[config.mk]
export PLATFORM = sky130hd
export DESIGN_NAME = phy_clk_seq
export DESIGN_NICKNAME = d
export VERILOG_FILES = /design/src/rtl/phy_pkg.sv /design/src/rtl/sync2.sv /design/src/rtl/phy_clk_seq.sv
export SDC_FILE = /design/constraint.sdc
export NUM_CORES = 1
export LEC_CHECK = 0
export CAP_MARGIN = 15
export CELL_PAD_IN_SITES_DETAIL_PLACEMENT = 1
export CELL_PAD_IN_SITES_GLOBAL_PLACEMENT = 1
export CORE_ASPECT_RATIO = 0.7
export CORE_MARGIN = 5
export CORE_UTILIZATION = 47
export CTS_BUF_LIST = sky130_fd_sc_hd__clkbuf_16
export DETAILED_ROUTE_END_ITERATION = 10
export GPL_TIMING_DRIVEN = 0
export PLACE_DENSITY_LB_ADDON = 0.12
export REMOVE_ABC_BUFFERS = 1
export SYNTH_ARGS = -nofsm -noshare
export SYNTH_HDL_FRONTEND = slang
export SYNTH_SLANG_ARGS = --single-unit
[constraint.sdc]
create_clock -name clkin -period 3.6 [get_ports clkin]
set_input_delay 0.54 -clock clkin [delete_from_list [all_inputs] [get_ports clkin]]
set_output_delay 0.54 -clock clkin [all_outputs]
set_load 0.05 [all_outputs]
[src/rtl/phy_pkg.sv]
// Shared types and default timing for the DDR3 PHY clock startup sequencer.
// State encodings are fixed so debug tools can decode the state output directly.
package phy_pkg;

  typedef enum logic [2:0] {
    ST_MMCM_RST   = 3'd0,
    ST_WAIT_LOCK  = 3'd1,
    ST_STABLE     = 3'd2,
    ST_IDLY_RST   = 3'd3,
    ST_IDLY_WAIT  = 3'd4,
    ST_SERDES_RST = 3'd5,
    ST_READY      = 3'd6,
    ST_ERROR      = 3'd7
  } phy_clk_seq_state_t;

  localparam int unsigned DEF_MMCM_RST_CYCLES   = 16;
  localparam int unsigned DEF_LOCK_TIMEOUT      = 4096;
  localparam int unsigned DEF_STABLE_CYCLES     = 256;
  localparam int unsigned DEF_SERDES_RST_CYCLES = 32;
  localparam int unsigned DEF_MAX_RETRIES       = 3;

  function automatic int unsigned max_u(input int unsigned a, input int unsigned b);
    return (a > b) ? a : b;
  endfunction

endpackage

[src/rtl/sync2.sv]
// Two-flop synchronizer for single-bit asynchronous status inputs, resets to 0.
module sync2 (
  input  logic i_clk,
  input  logic i_rst_n,
  input  logic i_d,
  output logic o_q
);

  logic r_meta;
  logic r_sync;

  always_ff @(posedge i_clk or negedge i_rst_n) begin
    if (!i_rst_n) begin
      r_meta <= 1'b0;
      r_sync <= 1'b0;
    end else begin
      r_meta <= i_d;
      r_sync <= r_meta;
    end
  end

  assign o_q = r_sync;

endmodule

[src/rtl/phy_clk_seq.sv]
// Startup/recovery sequencer for DDR3 PHY clocking: MMCM reset, lock qualification,
// IDELAYCTRL and SERDES reset sequencing, retry on timeout and restart on lock loss.
module phy_clk_seq
  import phy_pkg::*;
#(
  parameter int unsigned MMCM_RST_CYCLES   = DEF_MMCM_RST_CYCLES,
  parameter int unsigned LOCK_TIMEOUT      = DEF_LOCK_TIMEOUT,
  parameter int unsigned STABLE_CYCLES     = DEF_STABLE_CYCLES,
  parameter int unsigned SERDES_RST_CYCLES = DEF_SERDES_RST_CYCLES,
  parameter int unsigned MAX_RETRIES       = DEF_MAX_RETRIES
) (
  input  logic                                   clkin,
  input  logic                                   reset_n,
  input  logic                                   restart,
  input  logic                                   locked,
  input  logic                                   idelay_rdy,
  output logic                                   mmcm_reset,
  output logic                                   idelayctrl_reset,
  output logic                                   serdes_reset,
  output logic                                   phy_ready,
  output logic                                   error,
  output logic                                   lock_lost,
  output logic [$clog2(MAX_RETRIES+1)-1:0]       retry_count,
  output logic [2:0]                             state
);

  localparam int unsigned CNT_MAX = max_u(max_u(MMCM_RST_CYCLES, LOCK_TIMEOUT),
                                          max_u(STABLE_CYCLES, SERDES_RST_CYCLES));
  localparam int unsigned CW = (CNT_MAX > 1) ? $clog2(CNT_MAX) : 1;
  localparam int unsigned RW = $clog2(MAX_RETRIES + 1);

  phy_clk_seq_state_t r_state;
  phy_clk_seq_state_t w_next;
  logic [CW-1:0]      r_cnt;
  logic               w_cnt_zero;
  logic               w_enter;
  logic               w_fail;
  logic [RW-1:0]      r_retry;
  logic [RW-1:0]      w_retry_inc;

  logic w_locked_s;
  logic w_idelay_rdy_s;

  logic w_mmcm_rst;
  logic w_idly_rst;
  logic w_serdes_rst;
  logic w_phy_ready;
  logic w_error;
  logic w_lock_lost;

  logic r_mmcm_rst;
  logic r_idly_rst;
  logic r_serdes_rst;
  logic r_phy_ready;
  logic r_error;
  logic r_lock_lost;

  sync2 u_sync_locked (
    .i_clk   (clkin),
    .i_rst_n (reset_n),
    .i_d     (locked),
    .o_q     (w_locked_s)
  );

  sync2 u_sync_idelay_rdy (
    .i_clk   (clkin),
    .i_rst_n (reset_n),
    .i_d     (idelay_rdy),
    .o_q     (w_idelay_rdy_s)
  );

  // Count loaded on entry so that a state lasts exactly N cycles before cnt hits 0.
  function automatic logic [CW-1:0] reload(input phy_clk_seq_state_t s);
    case (s)
      ST_MMCM_RST:   reload = CW'(MMCM_RST_CYCLES - 1);
      ST_WAIT_LOCK:  reload = CW'(LOCK_TIMEOUT - 1);
      ST_STABLE:     reload = CW'(STABLE_CYCLES - 1);
      ST_IDLY_RST:   reload = CW'(SERDES_RST_CYCLES - 1);
      ST_IDLY_WAIT:  reload = CW'(LOCK_TIMEOUT - 1);
      ST_SERDES_RST: reload = CW'(SERDES_RST_CYCLES - 1);
      default:       reload = '0;
    endcase
  endfunction

  assign w_cnt_zero  = (r_cnt == '0);
  assign w_retry_inc = r_retry + RW'(1);
  assign w_enter     = restart || (w_next != r_state);

  always_ff @(posedge clkin or negedge reset_n) begin
    if (!reset_n) begin
      r_state <= ST_MMCM_RST;
      r_cnt   <= CW'(MMCM_RST_CYCLES - 1);
    end else begin
      r_state <= w_next;
      if (w_enter) begin
        r_cnt <= reload(w_next);
      end else if (!w_cnt_zero) begin
        r_cnt <= r_cnt - CW'(1);
      end
    end
  end

  always_comb begin
    w_next = r_state;
    w_fail = 1'b0;
    if (restart) begin
      w_next = ST_MMCM_RST;
    end else begin
      case (r_state)
        ST_MMCM_RST: begin
          if (w_cnt_zero) w_next = ST_WAIT_LOCK;
        end
        ST_WAIT_LOCK: begin
          if (w_locked_s)      w_next = ST_STABLE;
          else if (w_cnt_zero) w_fail = 1'b1;
        end
        ST_STABLE: begin
          if (!w_locked_s)     w_next = ST_WAIT_LOCK;
          else if (w_cnt_zero) w_next = ST_IDLY_RST;
        end
        ST_IDLY_RST: begin
          if (w_cnt_zero) w_next = ST_IDLY_WAIT;
        end
        ST_IDLY_WAIT: begin
          if (!w_locked_s)         w_next = ST_WAIT_LOCK;
          else if (w_idelay_rdy_s) w_next = ST_SERDES_RST;
          else if (w_cnt_zero)     w_fail = 1'b1;
        end
        ST_SERDES_RST: begin
          if (w_cnt_zero) w_next = ST_READY;
        end
        ST_READY: begin
          if (!w_locked_s) w_next = ST_MMCM_RST;
        end
        ST_ERROR: begin
          w_next = ST_ERROR;
        end
        default: begin
          w_next = ST_MMCM_RST;
        end
      endcase
      if (w_fail) begin
        w_next = (w_retry_inc == RW'(MAX_RETRIES)) ? ST_ERROR : ST_MMCM_RST;
      end
    end
  end

  always_ff @(posedge clkin or negedge reset_n) begin
    if (!reset_n) begin
      r_retry <= '0;
    end else if (restart) begin
      r_retry <= '0;
    end else if (w_fail) begin
      r_retry <= w_retry_inc;
    end else if ((r_state == ST_SERDES_RST) && (w_next == ST_READY)) begin
      r_retry <= '0;
    end
  end

  // Outputs are decoded from the next state and registered, so they change on the entry edge.
  always_comb begin
    w_mmcm_rst   = 1'b0;
    w_idly_rst   = 1'b0;
    w_serdes_rst = 1'b1;
    w_phy_ready  = 1'b0;
    w_error      = 1'b0;
    case (w_next)
      ST_MMCM_RST: begin
        w_mmcm_rst = 1'b1;
        w_idly_rst = 1'b1;
      end
      ST_WAIT_LOCK, ST_STABLE, ST_IDLY_RST: begin
        w_idly_rst = 1'b1;
      end
      ST_IDLY_WAIT, ST_SERDES_RST: begin
        w_idly_rst = 1'b0;
      end
      ST_READY: begin
        w_serdes_rst = 1'b0;
        w_phy_ready  = 1'b1;
      end
      ST_ERROR: begin
        w_mmcm_rst = 1'b1;
        w_idly_rst = 1'b1;
        w_error    = 1'b1;
      end
      default: begin
        w_mmcm_rst = 1'b1;
        w_idly_rst = 1'b1;
      end
    endcase
    w_lock_lost = (r_state == ST_READY) && !w_locked_s && !restart;
  end

  always_ff @(posedge clkin or negedge reset_n) begin
    if (!reset_n) begin
      r_mmcm_rst   <= 1'b1;
      r_idly_rst   <= 1'b1;
      r_serdes_rst <= 1'b1;
      r_phy_ready  <= 1'b0;
      r_error      <= 1'b0;
      r_lock_lost  <= 1'b0;
    end else begin
      r_mmcm_rst   <= w_mmcm_rst;
      r_idly_rst   <= w_idly_rst;
      r_serdes_rst <= w_serdes_rst;
      r_phy_ready  <= w_phy_ready;
      r_error      <= w_error;
      r_lock_lost  <= w_lock_lost;
    end
  end

  assign mmcm_reset       = r_mmcm_rst;
  assign idelayctrl_reset = r_idly_rst;
  assign serdes_reset     = r_serdes_rst;
  assign phy_ready        = r_phy_ready;
  assign error            = r_error;
  assign lock_lost        = r_lock_lost;
  assign retry_count      = r_retry;
  assign state            = r_state;

endmodule

==> impl_metrics.xml, run 1 <==
<?xml version="1.0" encoding="UTF-8"?>
<metrics>
  <group name="outcome">
    <metric name="run_status" unit="">finished, final reports clean</metric>
  </group>
  <group name="synthesis">
    <metric name="synth_top_area_cell" unit="">sky130_fd_sc_hd__dfrtp_1</metric>
    <metric name="synth_xor_area_share" unit="%">6.00</metric>
    <metric name="yosys_most_used_dff" unit="">sky130_fd_sc_hd__dfrtp_1</metric>
    <metric name="synthAdderAreaFrac" unit="%">1.56</metric>
    <metric name="synth-edff-count" unit="">0</metric>
    <metric name="netlist_instances" unit="">170</metric>
    <metric name="synth_area_per_inst" unit="µm²">9.45</metric>
    <metric name="synth_top_family_by_area" unit="">simple AND/OR/NAND/NOR gates</metric>
    <metric name="ys_types" unit="">51</metric>
    <metric name="ys_top_cells_by_count" unit="">20 x sky130_fd_sc_hd__dfrtp_1, 13 x sky130_fd_sc_hd__nor2_1, 9 x sky130_fd_sc_hd__o22ai_1, 9 x sky130_fd_sc_hd__xnor2_1</metric>
    <metric name="synth_area_leaders" unit="">sky130_fd_sc_hd__dfrtp_1 31%, sky130_fd_sc_hd__dfstp_2 11%, sky130_fd_sc_hd__xnor2_1 4.9%</metric>
    <metric name="synth-compound-area-share" unit="%">18.2</metric>
    <metric name="synthesis.area" unit="mm²">0.00161</metric>
    <metric name="synth_top_cell_area_share" unit="%">31.2</metric>
    <metric name="async_reset_ff_share" unit="%">100</metric>
    <metric name="yosysSeqAreaShare" unit="%">42.6</metric>
    <metric name="yosys_register_bits" unit="">27</metric>
    <metric name="synth.mux.area_fraction" unit="%">2.80</metric>
    <metric name="synth_simple_gate_area_share" unit="%">22.1</metric>
    <metric name="most_frequently_used_cell_type_in_the_post_synthesis_netlist" unit="">sky130_fd_sc_hd__dfrtp_1</metric>
    <metric name="number_of_synthesis_warnings" unit="">0</metric>
  </group>
  <group name="finish">
    <metric name="layout-drive-gt1-share" unit="%">12.0</metric>
    <metric name="final.fill_count" unit="">366</metric>
    <metric name="antenna_cells" unit="">0</metric>
    <metric name="regArea" unit="µm²">684</metric>
    <metric name="largest_reg_flops" unit="">12</metric>
    <metric name="num-nets-final" unit="">183</metric>
    <metric name="multi_input_area" unit="µm²">820</metric>
    <metric name="regMostFlops" unit="">r_cnt</metric>
    <metric name="area_delta_synth_final" unit="%">13.2</metric>
  </group>
  <group name="pwr">
    <metric name="max-vdd-ir-drop" unit="V">0.000319</metric>
    <metric name="clock_power_share" unit="%">40.0</metric>
    <metric name="combinationalPowerShare" unit="%">8.6</metric>
    <metric name="power_density" unit="mW/mm²">350</metric>
    <metric name="power_switching_share" unit="%">23.5</metric>
    <metric name="p_int" unit="mW">0.487</metric>
    <metric name="share_seq_of_total_power" unit="%">51.3</metric>
    <metric name="p_switching" unit="mW">0.150</metric>
    <metric name="static-leakage-power" unit="nW">0.735</metric>
    <metric name="design_power_total" unit="mW">0.637</metric>
  </group>
  <group name="clock_tree">
    <metric name="cts_tree" unit="">yes</metric>
    <metric name="cts-buffers-inserted" unit="">3</metric>
    <metric name="post_cts_buffers" unit="">0</metric>
    <metric name="clk_latency" unit="ps">260</metric>
    <metric name="ctsHoldBuffers" unit="">0</metric>
    <metric name="postcts_resize_cnt" unit="">0</metric>
    <metric name="clkSinkCount" unit="">27</metric>
    <metric name="h-tree-depth" unit="">1</metric>
    <metric name="clkSlewWorstSetupHoldPaths" unit="ps">70</metric>
    <metric name="cts_buffer_depth" unit="">2</metric>
    <metric name="clock_tree.root_cell" unit="">sky130_fd_sc_hd__clkbuf_16</metric>
  </group>
  <group name="timing">
    <metric name="worst_slew_pin_slew" unit="ps">942</metric>
    <metric name="unrepaired_setup_endpoints_after_global_routing" unit="">false</metric>
    <metric name="drv_slew" unit="">0</metric>
    <metric name="report.final.setup_viol" unit="">0</metric>
    <metric name="post-route-period-util" unit="%">86.8</metric>
    <metric name="worst_clock_skew" unit="ps">2.37</metric>
    <metric name="maxSlewHeadroom" unit="%">36.9</metric>
    <metric name="timing.final.crit_period" unit="ps">3130</metric>
    <metric name="final-hold-violation-count" unit="">0</metric>
    <metric name="hold_slack" unit="ps">288</metric>
    <metric name="max_freq" unit="MHz">320</metric>
  </group>
  <group name="setup_path">
    <metric name="cell_at_the_slowest_stage_of_the_critical_path" unit="">sky130_fd_sc_hd__nor3_2</metric>
    <metric name="cp.arrival" unit="ps">3300</metric>
    <metric name="worst-r2r-cell-count" unit="">7</metric>
    <metric name="critical_path_cell_sequence" unit="">inv_1 -&gt; ha_1 -&gt; or4b_1 -&gt; nor3_2 -&gt; a221oi_2 -&gt; nand4b_1 -&gt; o22ai_1</metric>
    <metric name="r2r-start" unit="">r_cnt[0]</metric>
    <metric name="cp_max_fo" unit="">12</metric>
    <metric name="sort_of_element_at_the_start_of_the_critical_path" unit="">flip-flop</metric>
    <metric name="timing_worst_setup_path_type" unit="">flip-flop to flip-flop</metric>
    <metric name="critPathLaunch" unit="">r_cnt[0]</metric>
    <metric name="slowest_delay" unit="ps">840</metric>
    <metric name="worst_setup_path_end_kind" unit="">flip-flop</metric>
    <metric name="crit_required" unit="ps">3770</metric>
    <metric name="critPathCapture" unit="">r_cnt[5]</metric>
    <metric name="reg2reg_setup_slack" unit="ps">470</metric>
    <metric name="r2r-end" unit="">r_cnt[5]</metric>
  </group>
  <group name="die">
    <metric name="coreArea" unit="mm²">0.00321</metric>
    <metric name="floorplan.die.height" unit="µm">58.9</metric>
    <metric name="core.rowCount" unit="">17</metric>
    <metric name="start_util" unit="%">50.0</metric>
    <metric name="die_width" unit="µm">79.9</metric>
    <metric name="io-pin-count" unit="">16</metric>
    <metric name="fp.dieArea" unit="mm²">0.00471</metric>
  </group>
  <group name="drt">
    <metric name="dr_total_vias" unit="">1347</metric>
    <metric name="route.detailed.vias_per_inst" unit="">6.07</metric>
    <metric name="route.antenna.remaining_nets" unit="">0</metric>
    <metric name="first_pass_iters" unit="">4</metric>
    <metric name="finalWirelength" unit="mm">3.98</metric>
    <metric name="initialDrtViolationCount" unit="">78</metric>
    <metric name="drc_errors" unit="">0</metric>
    <metric name="avgRoutedWirePerCell" unit="µm">17.9</metric>
  </group>
  <group name="placed_design">
    <metric name="placement.io_buffers" unit="">15</metric>
    <metric name="dpl.hpwl" unit="mm">2.73</metric>
    <metric name="routability_congestion_estimate" unit="">0.848</metric>
  </group>
  <group name="grt">
    <metric name="overflow" unit="">0</metric>
    <metric name="grt_max_degree" unit="">28</metric>
    <metric name="number_of_global_route_vias_before_repair" unit="">1390</metric>
    <metric name="global_route_wire_length_before_repair" unit="mm">6.76</metric>
    <metric name="grt_antenna_before_repair" unit="">0</metric>
    <metric name="grt.total_usage" unit="%">18.1</metric>
  </group>
  <group name="worst_hold_path">
    <metric name="worst_hold_path_type" unit="">input port to asynchronous set/reset pin</metric>
  </group>
  <group name="flow_run">
    <metric name="drv.max_cap_violation_count" unit="">0</metric>
  </group>
</metrics>
## per-stage QoR
stage | TNS [ps] | cells | area (µm²) | setup WS [ps] | utilization, %
floorplan | 0 | 156 | 1530 | 727 | -
global placement | -0.491 | 218 | 1740 | -0.491 | 54.1
detailed placement | 0 | 218 | 1740 | 537 | 54.3
CTS | 0 | 222 | 1820 | 510 | 56.8
global route | 0 | 222 | 1820 | 283 | 56.6
finish | 0 | 222 | 1820 | 474 | 56.6
## layout by cell type (no fill, tap or decap), types with 5 or more instances in the layout
cell	Yosys	layout
sky130_fd_sc_hd__o22ai_1	9	9
sky130_fd_sc_hd__inv_1	8	8
sky130_fd_sc_hd__xnor2_1	9	9
sky130_fd_sc_hd__a21oi_1	7	7
sky130_fd_sc_hd__o21ai_0	5	5
sky130_fd_sc_hd__nand3_1	6	6
sky130_fd_sc_hd__dfrtp_1	20	20
sky130_fd_sc_hd__dfstp_2	7	7
sky130_fd_sc_hd__nor2_1	13	13
sky130_fd_sc_hd__nand2_1	7	7
sky130_fd_sc_hd__nor4_1	6	6
sky130_fd_sc_hd__clkdlybuf4s50_1	0	14
## cell type report
class | count | share of cell area (%)
inverters | 8 | 1.65
multi-input cells | 121 | 45.1
clock buffers | 3 | 4.13
well taps | 47 | 3.23
flip-flops and latches | 27 | 37.6
clock inverters | 1 | 0.275
repair buffers | 15 | 7.98
## worst min path at each step
| stage | start | to | slack, ps | depth (start not counted) |
|---|---|---|---|---|
| after global placement | u_sync_locked.r_meta | u_sync_locked.o_q | 330 | 0 |
| after CTS | u_sync_locked.r_meta | u_sync_locked.o_q | 360 | 0 |
| after floorplan | reset_n | error | 240 | 0 |
| after global routing | reset_n | u_sync_locked.r_meta | 350 | 1 |
| after detailed placement | u_sync_locked.r_meta | u_sync_locked.o_q | 340 | 0 |
| final | reset_n | u_sync_locked.r_meta | 290 | 1 |
## power groups by stage
| stage | logic, mW | clock network [mW] | registers (mW) |
|---|---|---|---|
| after global routing | 0.0614 | 0.277 | 0.328 |
| final | 0.0551 | 0.255 | 0.327 |
| after floorplan | 0.0332 | 0 | 0.330 |
| after detailed placement | 0.0559 | 0 | 0.333 |
| after CTS | 0.0565 | 0.260 | 0.327 |
| after global placement | 0.0521 | 0 | 0.332 |
## critical path: cells and delay by family, from the launching register on
family | cells | cell delay, ps
and+or+nand+nor | 3 | 1840
AOI/OAI and AO/OA | 2 | 540
DFF | 1 | 380
adders and majority gates | 1 | 200
buffers and inverters | 1 | 80
## cells by family (layout without fill, tap and decap cells)
family | count (synthesis) | in the layout
AO/OA/AOI/OAI | 41 | 41
XOR/XNOR | 11 | 11
adder cells (fa/ha/maj) | 2 | 2
buffers and inverters | 22 | 27
flip-flops | 27 | 27
multiplexers | 4 | 4
AND/OR/NAND/NOR | 63 | 63
## per-layer routing
layer | global-route usage [%] | share of wire, %
met1 | 24.6 | 46
met2 | 30.2 | 46
met3 | 4.13 | 7.2
met4 | 2.89 | 0.95
met5 | 0 | 0
(Power assumes the default switching activity.)
==> inputs of run 2 (changes only) <==
--- a/config.mk
+++ b/config.mk
@@ -9,13 +9,13 @@
 export CELL_PAD_IN_SITES_DETAIL_PLACEMENT = 1
 export CELL_PAD_IN_SITES_GLOBAL_PLACEMENT = 1
 export CORE_ASPECT_RATIO = 0.7
-export CORE_MARGIN = 5
+export CORE_MARGIN = 2
 export CORE_UTILIZATION = 47
-export CTS_BUF_LIST = sky130_fd_sc_hd__clkbuf_16
 export DETAILED_ROUTE_END_ITERATION = 10
 export GPL_TIMING_DRIVEN = 0
 export PLACE_DENSITY_LB_ADDON = 0.12
 export REMOVE_ABC_BUFFERS = 1
 export SYNTH_ARGS = -nofsm -noshare
 export SYNTH_HDL_FRONTEND = slang
+export SYNTH_HIERARCHICAL = 1
 export SYNTH_SLANG_ARGS = --single-unit
==> run 2 against run 1 <==
  * Combinational power rose by 23%
  * Clock-buffer cell count did not move
  * Global-route usage rose by 6.4 points
  * Non-clock buffer count rose by 1
  * Fmax fell by 3.9%
  * Flip-flop and latch count did not move
  * Final area rose by 8.1%
  * Register-to-register slack got worse by 130 ps
  * Critical path type unchanged
  * Via count rose by 14%
==> impl_metrics.xml, run 2 <==
<?xml version="1.0" encoding="UTF-8"?>
<metrics>
  <group name="drt">
    <metric name="top_layer" unit="">met4</metric>
    <metric name="avgRoutedWirePerCell" unit="µm">19.7</metric>
    <metric name="dr_total_vias" unit="">1538</metric>
    <metric name="drc_errors" unit="">0</metric>
    <metric name="route.antenna.remaining_nets" unit="">0</metric>
    <metric name="route.detailed.vias_per_inst" unit="">6.28</metric>
    <metric name="initialDrtViolationCount" unit="">112</metric>
    <metric name="wl_met3" unit="µm">238</metric>
    <metric name="wl_met2" unit="mm">2.26</metric>
    <metric name="finalWirelength" unit="mm">4.82</metric>
    <metric name="wl_met1" unit="mm">2.29</metric>
    <metric name="first_pass_iters" unit="">4</metric>
  </group>
  <group name="setup_path">
    <metric name="cp.buffers_inverters" unit="">1</metric>
    <metric name="critPathCapture" unit="">r_cnt[4]</metric>
    <metric name="r2r-start" unit="">r_cnt[0]</metric>
    <metric name="crit_path_leading_delay_family" unit="">simple AND/OR/NAND/NOR gates</metric>
    <metric name="reg2reg_setup_slack" unit="ps">350</metric>
    <metric name="sort_of_element_at_the_start_of_the_critical_path" unit="">flip-flop</metric>
    <metric name="cp.arrival" unit="ps">3430</metric>
    <metric name="cell_at_the_slowest_stage_of_the_critical_path" unit="">sky130_fd_sc_hd__nand4_1</metric>
    <metric name="worst-r2r-cell-count" unit="">8</metric>
    <metric name="critPathLaunch" unit="">r_cnt[0]</metric>
    <metric name="worst_setup_path_end_kind" unit="">flip-flop</metric>
    <metric name="r2r-end" unit="">r_cnt[4]</metric>
    <metric name="cp_max_fo" unit="">11</metric>
    <metric name="stages_on_worst_setup_path" unit="">8</metric>
    <metric name="timing_worst_setup_path_type" unit="">flip-flop to flip-flop</metric>
    <metric name="crit_required" unit="ps">3770</metric>
    <metric name="critical_path_cell_sequence" unit="">inv_1 -&gt; ha_1 -&gt; nor4b_1 -&gt; nand4_1 -&gt; a211oi_1 -&gt; nor3_2 -&gt; o32ai_2 -&gt; mux2i_1</metric>
    <metric name="slowest_delay" unit="ps">560</metric>
  </group>
  <group name="clock_tree">
    <metric name="cts_tree" unit="">yes</metric>
    <metric name="h-tree-depth" unit="">1</metric>
    <metric name="cts_buffer_depth" unit="">2</metric>
    <metric name="ctsHoldBuffers" unit="">0</metric>
    <metric name="postcts_resize_cnt" unit="">0</metric>
    <metric name="cts-buffers-inserted" unit="">3</metric>
    <metric name="clock_tree.root_cell" unit="">sky130_fd_sc_hd__clkbuf_8</metric>
    <metric name="post_cts_buffers" unit="">0</metric>
    <metric name="clkSlewWorstSetupHoldPaths" unit="ps">100</metric>
    <metric name="clkSinkCount" unit="">27</metric>
    <metric name="clk_latency" unit="ps">280</metric>
  </group>
  <group name="pwr">
    <metric name="design_power_total" unit="mW">0.578</metric>
    <metric name="power_density" unit="mW/mm²">294</metric>
    <metric name="static-leakage-power" unit="nW">0.721</metric>
    <metric name="max-vdd-ir-drop" unit="V">0.000243</metric>
  </group>
  <group name="synthesis">
    <metric name="ys_top_cells_by_count" unit="">20 x sky130_fd_sc_hd__dfrtp_1, 14 x sky130_fd_sc_hd__o21ai_0, 11 x sky130_fd_sc_hd__nor2_1</metric>
    <metric name="yosysSeqAreaShare" unit="%">39.3</metric>
    <metric name="number_of_synthesis_warnings" unit="">6</metric>
    <metric name="synth_top_area_cell" unit="">sky130_fd_sc_hd__dfrtp_1</metric>
    <metric name="netlist_instances" unit="">184</metric>
    <metric name="most_frequently_used_cell_type_in_the_post_synthesis_netlist" unit="">sky130_fd_sc_hd__dfrtp_1</metric>
    <metric name="synth_top_cell_area_share" unit="%">28.8</metric>
    <metric name="async_reset_ff_share" unit="%">100</metric>
    <metric name="synth_area_leaders" unit="">sky130_fd_sc_hd__dfrtp_1 29%, sky130_fd_sc_hd__dfstp_2 11%, sky130_fd_sc_hd__o21ai_0 4.0%</metric>
    <metric name="synthesis.area" unit="mm²">0.00174</metric>
    <metric name="synth_area_per_inst" unit="µm²">9.46</metric>
    <metric name="yosys_register_bits" unit="">27</metric>
    <metric name="yosys_most_used_dff" unit="">sky130_fd_sc_hd__dfrtp_1</metric>
    <metric name="synth-edff-count" unit="">0</metric>
    <metric name="ys_types" unit="">54</metric>
  </group>
  <group name="grt">
    <metric name="global_route_wire_length_before_repair" unit="mm">7.85</metric>
    <metric name="grt.total_usage" unit="%">24.5</metric>
    <metric name="grt_antenna_before_repair" unit="">0</metric>
    <metric name="overflow" unit="">0</metric>
    <metric name="grt_max_degree" unit="">26</metric>
    <metric name="number_of_global_route_vias_before_repair" unit="">1512</metric>
  </group>
  <group name="flow_run">
    <metric name="drv.max_cap_violation_count" unit="">0</metric>
  </group>
  <group name="worst_hold_path">
    <metric name="worst_hold_path_type" unit="">flip-flop to flip-flop</metric>
  </group>
  <group name="outcome">
    <metric name="run_status" unit="">finished, final reports clean</metric>
  </group>
  <group name="finish">
    <metric name="postLayoutCellArea" unit="mm²">0.00197</metric>
    <metric name="antenna_cells" unit="">0</metric>
    <metric name="most-common-layout-cells" unit="">20 x sky130_fd_sc_hd__dfrtp_1, 15 x sky130_fd_sc_hd__clkdlybuf4s50_1, 14 x sky130_fd_sc_hd__o21ai_0</metric>
    <metric name="layout-drive-gt1-share" unit="%">14.4</metric>
    <metric name="area_delta_synth_final" unit="%">12.9</metric>
    <metric name="num-nets-final" unit="">203</metric>
    <metric name="final_common_cell" unit="">sky130_fd_sc_hd__dfrtp_1</metric>
    <metric name="final.fill_count" unit="">412</metric>
    <metric name="largest_reg_flops" unit="">12</metric>
    <metric name="regMostFlops" unit="">r_cnt</metric>
  </group>
  <group name="placed_design">
    <metric name="preCtsSetupSlack" unit="ps">469</metric>
    <metric name="routability_congestion_estimate" unit="">0.835</metric>
    <metric name="dpl.hpwl" unit="mm">3.65</metric>
    <metric name="detailed_place.area" unit="mm²">0.00192</metric>
    <metric name="placement.io_buffers" unit="">15</metric>
  </group>
  <group name="timing">
    <metric name="worst_clock_skew" unit="ps">5.03</metric>
    <metric name="timing.setup.tns" unit="ps">0</metric>
    <metric name="unrepaired_setup_endpoints_after_global_routing" unit="">false</metric>
    <metric name="max_freq" unit="MHz">308</metric>
    <metric name="post-route-period-util" unit="%">90.3</metric>
    <metric name="final-hold-violation-count" unit="">0</metric>
    <metric name="setup_ws" unit="ps">348</metric>
    <metric name="maxSlewHeadroom" unit="%">47.2</metric>
    <metric name="drv_slew" unit="">0</metric>
    <metric name="worst_slew_pin_slew" unit="ps">792</metric>
    <metric name="report.final.setup_viol" unit="">0</metric>
    <metric name="timing.final.crit_period" unit="ps">3250</metric>
  </group>
  <group name="die">
    <metric name="fp.dieArea" unit="mm²">0.00421</metric>
    <metric name="io-pin-count" unit="">16</metric>
    <metric name="core.rowCount" unit="">18</metric>
    <metric name="start_util" unit="%">49.2</metric>
    <metric name="coreArea" unit="mm²">0.00354</metric>
    <metric name="floorplan.die.height" unit="µm">54.9</metric>
    <metric name="die_width" unit="µm">76.7</metric>
  </group>
</metrics>
run 2: layout make-up:
cell class / instances / area, µm² / area share [%]
sequential: 27 / 684 / 34.8
multi-input combinational: 138 / 967 / 49.2
clock buffer: 3 / 41.3 / 2.10
timing repair buffer: 16 / 165 / 8.40
clock inverter: 1 / 7.51 / 0.382
inverter: 10 / 37.5 / 1.91
tap: 50 / 62.6 / 3.18
run 2: logic make-up (layout without fill, tap and decap cells):
kind of cell | count (synthesis) | in the layout | share of synthesized area [%]
flops | 27 | 27 | 39.3
compound gates | 53 | 53 | 22.8
buf+inv | 19 | 30 | 5.10
mux | 4 | 4 | 3.02
xor+xnor | 12 | 12 | 6.04
fa+ha+maj | 2 | 2 | 1.44
simple gates | 67 | 67 | 22.3
run 2: metrics by stage:
| stage | hold slack [ps] | utilization (%) | std cells |
|---|---|---|---|
| after global routing | 376 | 55.6 | 245 |
| after detailed placement | 345 | 54.2 | 241 |
| after global placement | 332 | 53.8 | 240 |
| after floorplan | 244 | - | 175 |
| final | 362 | 55.6 | 245 |
| after CTS | 368 | 55.6 | 245 |
run 2: report_power, final:
group	total [mW]	internal [mW]	switching [mW]
Clock	0.181	0.0788	0.102
Combinational	0.0678	0.0271	0.0408
Sequential	0.329	0.316	0.0128
run 2: worst min path at each step:
stage | from | to | slack [ps] | cells after the start
6_report | u_sync_locked/r_meta | u_sync_locked/o_q | 360 | 0
5_1_grt | u_sync_locked/r_meta | u_sync_locked/o_q | 380 | 0
4_1_cts | u_sync_locked/r_meta | u_sync_locked/o_q | 370 | 0
3_5_place_dp | u_sync_locked/r_meta | u_sync_locked/o_q | 340 | 0
3_3_place_gp | u_sync_idelay_rdy/r_meta | u_sync_idelay_rdy/o_q | 330 | 0
2_1_floorplan | reset_n | error | 240 | 0
run 2: metal layers:
metal,global-route usage (%),up-vias
li1,-,709
met1,33.2,781
met2,42.3,42
met3,4.87,6
met4,4.55,0
met5,0,-
==> inputs of run 3 (changes only) <==
--- a/config.mk
+++ b/config.mk
@@ -5,12 +5,13 @@
 export SDC_FILE = /design/constraint.sdc
 export NUM_CORES = 1
 export LEC_CHECK = 0
+export ABC_AREA = 1
 export CAP_MARGIN = 15
 export CELL_PAD_IN_SITES_DETAIL_PLACEMENT = 1
 export CELL_PAD_IN_SITES_GLOBAL_PLACEMENT = 1
 export CORE_ASPECT_RATIO = 0.7
 export CORE_MARGIN = 2
-export CORE_UTILIZATION = 47
+export CORE_UTILIZATION = 45
 export DETAILED_ROUTE_END_ITERATION = 10
 export GPL_TIMING_DRIVEN = 0
 export PLACE_DENSITY_LB_ADDON = 0.12
==> run 3 against run 2 <==
  * Flip-flop and latch count did not move
  * Clock power barely moved
  * Register-to-register slack improved by 710 ps
  * Critical endpoint is now r_cnt[1]
  * Largest cell class unchanged
  * Clock-buffer cell count did not move
  * Wire length fell by 21%
  * Fmax rose by 28%
==> impl_metrics.xml, run 3 <==
<?xml version="1.0" encoding="UTF-8"?>
<metrics>
  <group name="flow_run">
    <metric name="drv.max_cap_violation_count" unit="">0</metric>
  </group>
  <group name="finish">
    <metric name="regArea" unit="µm²">684</metric>
    <metric name="postLayoutCellArea" unit="mm²">0.00186</metric>
    <metric name="largest_reg_flops" unit="">12</metric>
    <metric name="most-common-layout-cells" unit="">49 x sky130_fd_sc_hd__nand2_1, 25 x sky130_fd_sc_hd__inv_1, 20 x sky130_fd_sc_hd__dfrtp_1</metric>
    <metric name="final_common_cell" unit="">sky130_fd_sc_hd__nand2_1</metric>
    <metric name="final.fill_count" unit="">432</metric>
    <metric name="antenna_cells" unit="">0</metric>
    <metric name="multi_input_area" unit="µm²">771</metric>
    <metric name="regMostFlops" unit="">r_cnt</metric>
    <metric name="area_delta_synth_final" unit="%">16.8</metric>
    <metric name="num-nets-final" unit="">224</metric>
    <metric name="layout-drive-gt1-share" unit="%">17.6</metric>
  </group>
  <group name="timing">
    <metric name="post-route-period-util" unit="%">70.7</metric>
    <metric name="timing.final.crit_period" unit="ps">2550</metric>
    <metric name="worst_slew_pin_slew" unit="ps">516</metric>
    <metric name="max_freq" unit="MHz">393</metric>
    <metric name="final-hold-violation-count" unit="">0</metric>
    <metric name="report.final.setup_viol" unit="">0</metric>
    <metric name="maxSlewHeadroom" unit="%">65.5</metric>
    <metric name="worst_clock_skew" unit="ps">2.73</metric>
    <metric name="unrepaired_setup_endpoints_after_global_routing" unit="">false</metric>
    <metric name="drv_slew" unit="">0</metric>
    <metric name="timing.setup.tns" unit="ps">0</metric>
  </group>
  <group name="setup_path">
    <metric name="critical_path_cell_sequence" unit="">inv_1 -&gt; ha_1 -&gt; nand2_2 -&gt; nor2_4 -&gt; nand2_2 -&gt; nand2_1 -&gt; nand2_1 -&gt; clkinv_1 -&gt; nand3_2 -&gt; nand2_4 -&gt; nand2_2 -&gt; nand2_2 -&gt; nor2_4 -&gt; nand2_2 -&gt; inv_2 -&gt; nand2_1 -&gt; nand2_1</metric>
    <metric name="worst_setup_path_end_kind" unit="">flip-flop</metric>
    <metric name="crit_required" unit="ps">3830</metric>
    <metric name="cp.arrival" unit="ps">2770</metric>
    <metric name="slowest_delay" unit="ps">560</metric>
    <metric name="cp_max_fo" unit="">13</metric>
    <metric name="critPathLaunch" unit="">r_cnt[0]</metric>
    <metric name="cell_at_the_slowest_stage_of_the_critical_path" unit="">sky130_fd_sc_hd__dfstp_2</metric>
    <metric name="r2r-start" unit="">r_cnt[0]</metric>
    <metric name="crit_path_leading_delay_family" unit="">simple AND/OR/NAND/NOR gates</metric>
    <metric name="timing_worst_setup_path_type" unit="">flip-flop to flip-flop</metric>
    <metric name="cell_type_with_the_highest_occurrence_count_on_the_critical_path" unit="">sky130_fd_sc_hd__nand2_2</metric>
    <metric name="cp.buffers_inverters" unit="">3</metric>
    <metric name="sort_of_element_at_the_start_of_the_critical_path" unit="">flip-flop</metric>
  </group>
  <group name="clock_tree">
    <metric name="postcts_resize_cnt" unit="">0</metric>
    <metric name="clkSlewWorstSetupHoldPaths" unit="ps">100</metric>
    <metric name="clk_latency" unit="ps">280</metric>
    <metric name="cts_tree" unit="">yes</metric>
    <metric name="h-tree-depth" unit="">1</metric>
    <metric name="post_cts_buffers" unit="">0</metric>
    <metric name="cts_buffer_depth" unit="">2</metric>
    <metric name="clkSinkCount" unit="">27</metric>
    <metric name="ctsHoldBuffers" unit="">0</metric>
    <metric name="clock_tree.root_cell" unit="">sky130_fd_sc_hd__clkbuf_8</metric>
    <metric name="cts-buffers-inserted" unit="">3</metric>
  </group>
  <group name="synthesis">
    <metric name="most_frequently_used_cell_type_in_the_post_synthesis_netlist" unit="">sky130_fd_sc_hd__nand2_1</metric>
    <metric name="yosys_register_bits" unit="">27</metric>
    <metric name="synth_top_cell_area_share" unit="%">31.5</metric>
    <metric name="netlist_instances" unit="">199</metric>
    <metric name="synthAdderAreaFrac" unit="%">1.57</metric>
    <metric name="synth.mux.area_fraction" unit="%">0.630</metric>
    <metric name="number_of_synthesis_warnings" unit="">6</metric>
    <metric name="synth-edff-count" unit="">0</metric>
    <metric name="synthesis.area" unit="mm²">0.00159</metric>
    <metric name="synth_area_per_inst" unit="µm²">7.99</metric>
    <metric name="yosys_most_used_dff" unit="">sky130_fd_sc_hd__dfrtp_1</metric>
    <metric name="ys_top_cells_by_count" unit="">49 x sky130_fd_sc_hd__nand2_1, 25 x sky130_fd_sc_hd__inv_1, 20 x sky130_fd_sc_hd__dfrtp_1</metric>
    <metric name="async_reset_ff_share" unit="%">100</metric>
    <metric name="synth_xor_area_share" unit="%">5.51</metric>
    <metric name="ys_types" unit="">29</metric>
    <metric name="synth_simple_gate_area_share" unit="%">34.5</metric>
    <metric name="synth_top_family_by_area" unit="">simple AND/OR/NAND/NOR gates</metric>
    <metric name="yosysSeqAreaShare" unit="%">43.1</metric>
    <metric name="synth_top_area_cell" unit="">sky130_fd_sc_hd__dfrtp_1</metric>
    <metric name="synth-compound-area-share" unit="%">6.30</metric>
    <metric name="synth_area_leaders" unit="">sky130_fd_sc_hd__dfrtp_1 31%, sky130_fd_sc_hd__dfstp_2 12%, sky130_fd_sc_hd__nand2_1 12%</metric>
  </group>
  <group name="drt">
    <metric name="route.antenna.remaining_nets" unit="">0</metric>
    <metric name="route.detailed.vias_per_inst" unit="">5.03</metric>
    <metric name="dr_total_vias" unit="">1337</metric>
    <metric name="avgRoutedWirePerCell" unit="µm">14.3</metric>
    <metric name="finalWirelength" unit="mm">3.82</metric>
    <metric name="first_pass_iters" unit="">4</metric>
    <metric name="initialDrtViolationCount" unit="">82</metric>
    <metric name="drc_errors" unit="">0</metric>
  </group>
  <group name="grt">
    <metric name="highest_utilization_routing_layer_at_the_global_route_stage" unit="">met2</metric>
    <metric name="grt.total_usage" unit="%">22.5</metric>
    <metric name="grt_antenna_before_repair" unit="">0</metric>
    <metric name="grt_max_degree" unit="">21</metric>
    <metric name="global_route.usage.met3" unit="%">4.68</metric>
    <metric name="number_of_global_route_vias_before_repair" unit="">1376</metric>
    <metric name="global_route_wire_length_before_repair" unit="mm">6.66</metric>
    <metric name="groute.layer.met2.usage" unit="%">36.5</metric>
    <metric name="overflow" unit="">0</metric>
    <metric name="use_met1" unit="%">31.7</metric>
  </group>
  <group name="pwr">
    <metric name="power_density" unit="mW/mm²">353</metric>
    <metric name="static-leakage-power" unit="nW">0.943</metric>
    <metric name="max-vdd-ir-drop" unit="V">0.000268</metric>
  </group>
  <group name="worst_hold_path">
    <metric name="worst_hold_path_type" unit="">flip-flop to flip-flop</metric>
    <metric name="worst_hold_startpoint" unit="">u_sync_idelay_rdy/r_meta</metric>
  </group>
  <group name="die">
    <metric name="start_util" unit="%">46.1</metric>
    <metric name="coreArea" unit="mm²">0.00345</metric>
    <metric name="floorplan.die.height" unit="µm">53.7</metric>
    <metric name="core.rowCount" unit="">18</metric>
    <metric name="die_width" unit="µm">75.0</metric>
    <metric name="fp.dieArea" unit="mm²">0.00403</metric>
    <metric name="io-pin-count" unit="">16</metric>
  </group>
  <group name="placed_design">
    <metric name="placement.io_buffers" unit="">15</metric>
    <metric name="routability_congestion_estimate" unit="">0.921</metric>
    <metric name="detailed_place.area" unit="mm²">0.00181</metric>
    <metric name="dpl.hpwl" unit="mm">3.04</metric>
  </group>
  <group name="outcome">
    <metric name="run_status" unit="">finished, final reports clean</metric>
  </group>
</metrics>
run 3: cell count changes in the layout (fill, tap and decap cells not counted), sizes merged, moves of 5 or more:
cell    before  now
inv         10   28
nand2       10   59
nand2b       7    0
nand3        7   23
nor2        11   20
nor3         9    4
o21ai       15    5
or3          5    0
run 3: area by class of cell:
class,count,share of cell area (%)
Clock inverter,1,0.472
Multi-Input combinational cell,140,41.5
Timing Repair Buffer,16,9.58
Tap cell,50,3.37
Clock buffer,3,2.23
Inverter,29,5.93
Sequential cell,27,36.9
run 3: worst paths after layout:
check	endpoint	cells after the start	slack, ps
max	r_cnt[1]	17	1050
max reg2reg	r_cnt[1]	17	1050
min in group asynchronous	u_sync_locked/r_meta	1	590
max in group asynchronous	r_cnt[0]	2	2450
min	u_sync_idelay_rdy/o_q	0	360
min reg2reg	u_sync_idelay_rdy/o_q	0	360
run 3: logic make-up (layout without fill, tap and decap cells):
logic type | after synthesis | after routing
AO/OA/AOI/OAI | 18 | 18
XOR/XNOR | 10 | 10
adder cells (fa/ha/maj) | 2 | 2
buffers and inverters | 32 | 49
flip-flops | 27 | 27
multiplexers | 1 | 1
AND/OR/NAND/NOR | 109 | 109
run 3: where the power goes:
part           total, mW  switching (mW)  internal, mW  leakage (nW)
registers          0.348          0.0203         0.328         0.343
clock network      0.182           0.101        0.0813        0.0261
logic              0.126          0.0800        0.0455         0.574
run 3: routing by layer:
layer,up-vias,part of all wire [%]
met4,0,0.34
li1,668,-
met1,645,51
met5,-,0
met2,22,45
met3,2,3.5
run 3: metrics by stage:
step | util, % | worst slack (ps) | total power [mW] | hold WS [ps] | std cells
after global routing | 53.8 | 789 | 0.697 | 394 | 266
final | 53.8 | 1050 | 0.655 | 361 | 266
after floorplan | - | 1360 | 0.437 | 244 | 196
after detailed placement | 52.4 | 1070 | 0.479 | 340 | 262
after global placement | 51.6 | 1130 | 0.467 | 338 | 261
after CTS | 53.8 | 1040 | 0.670 | 365 | 266
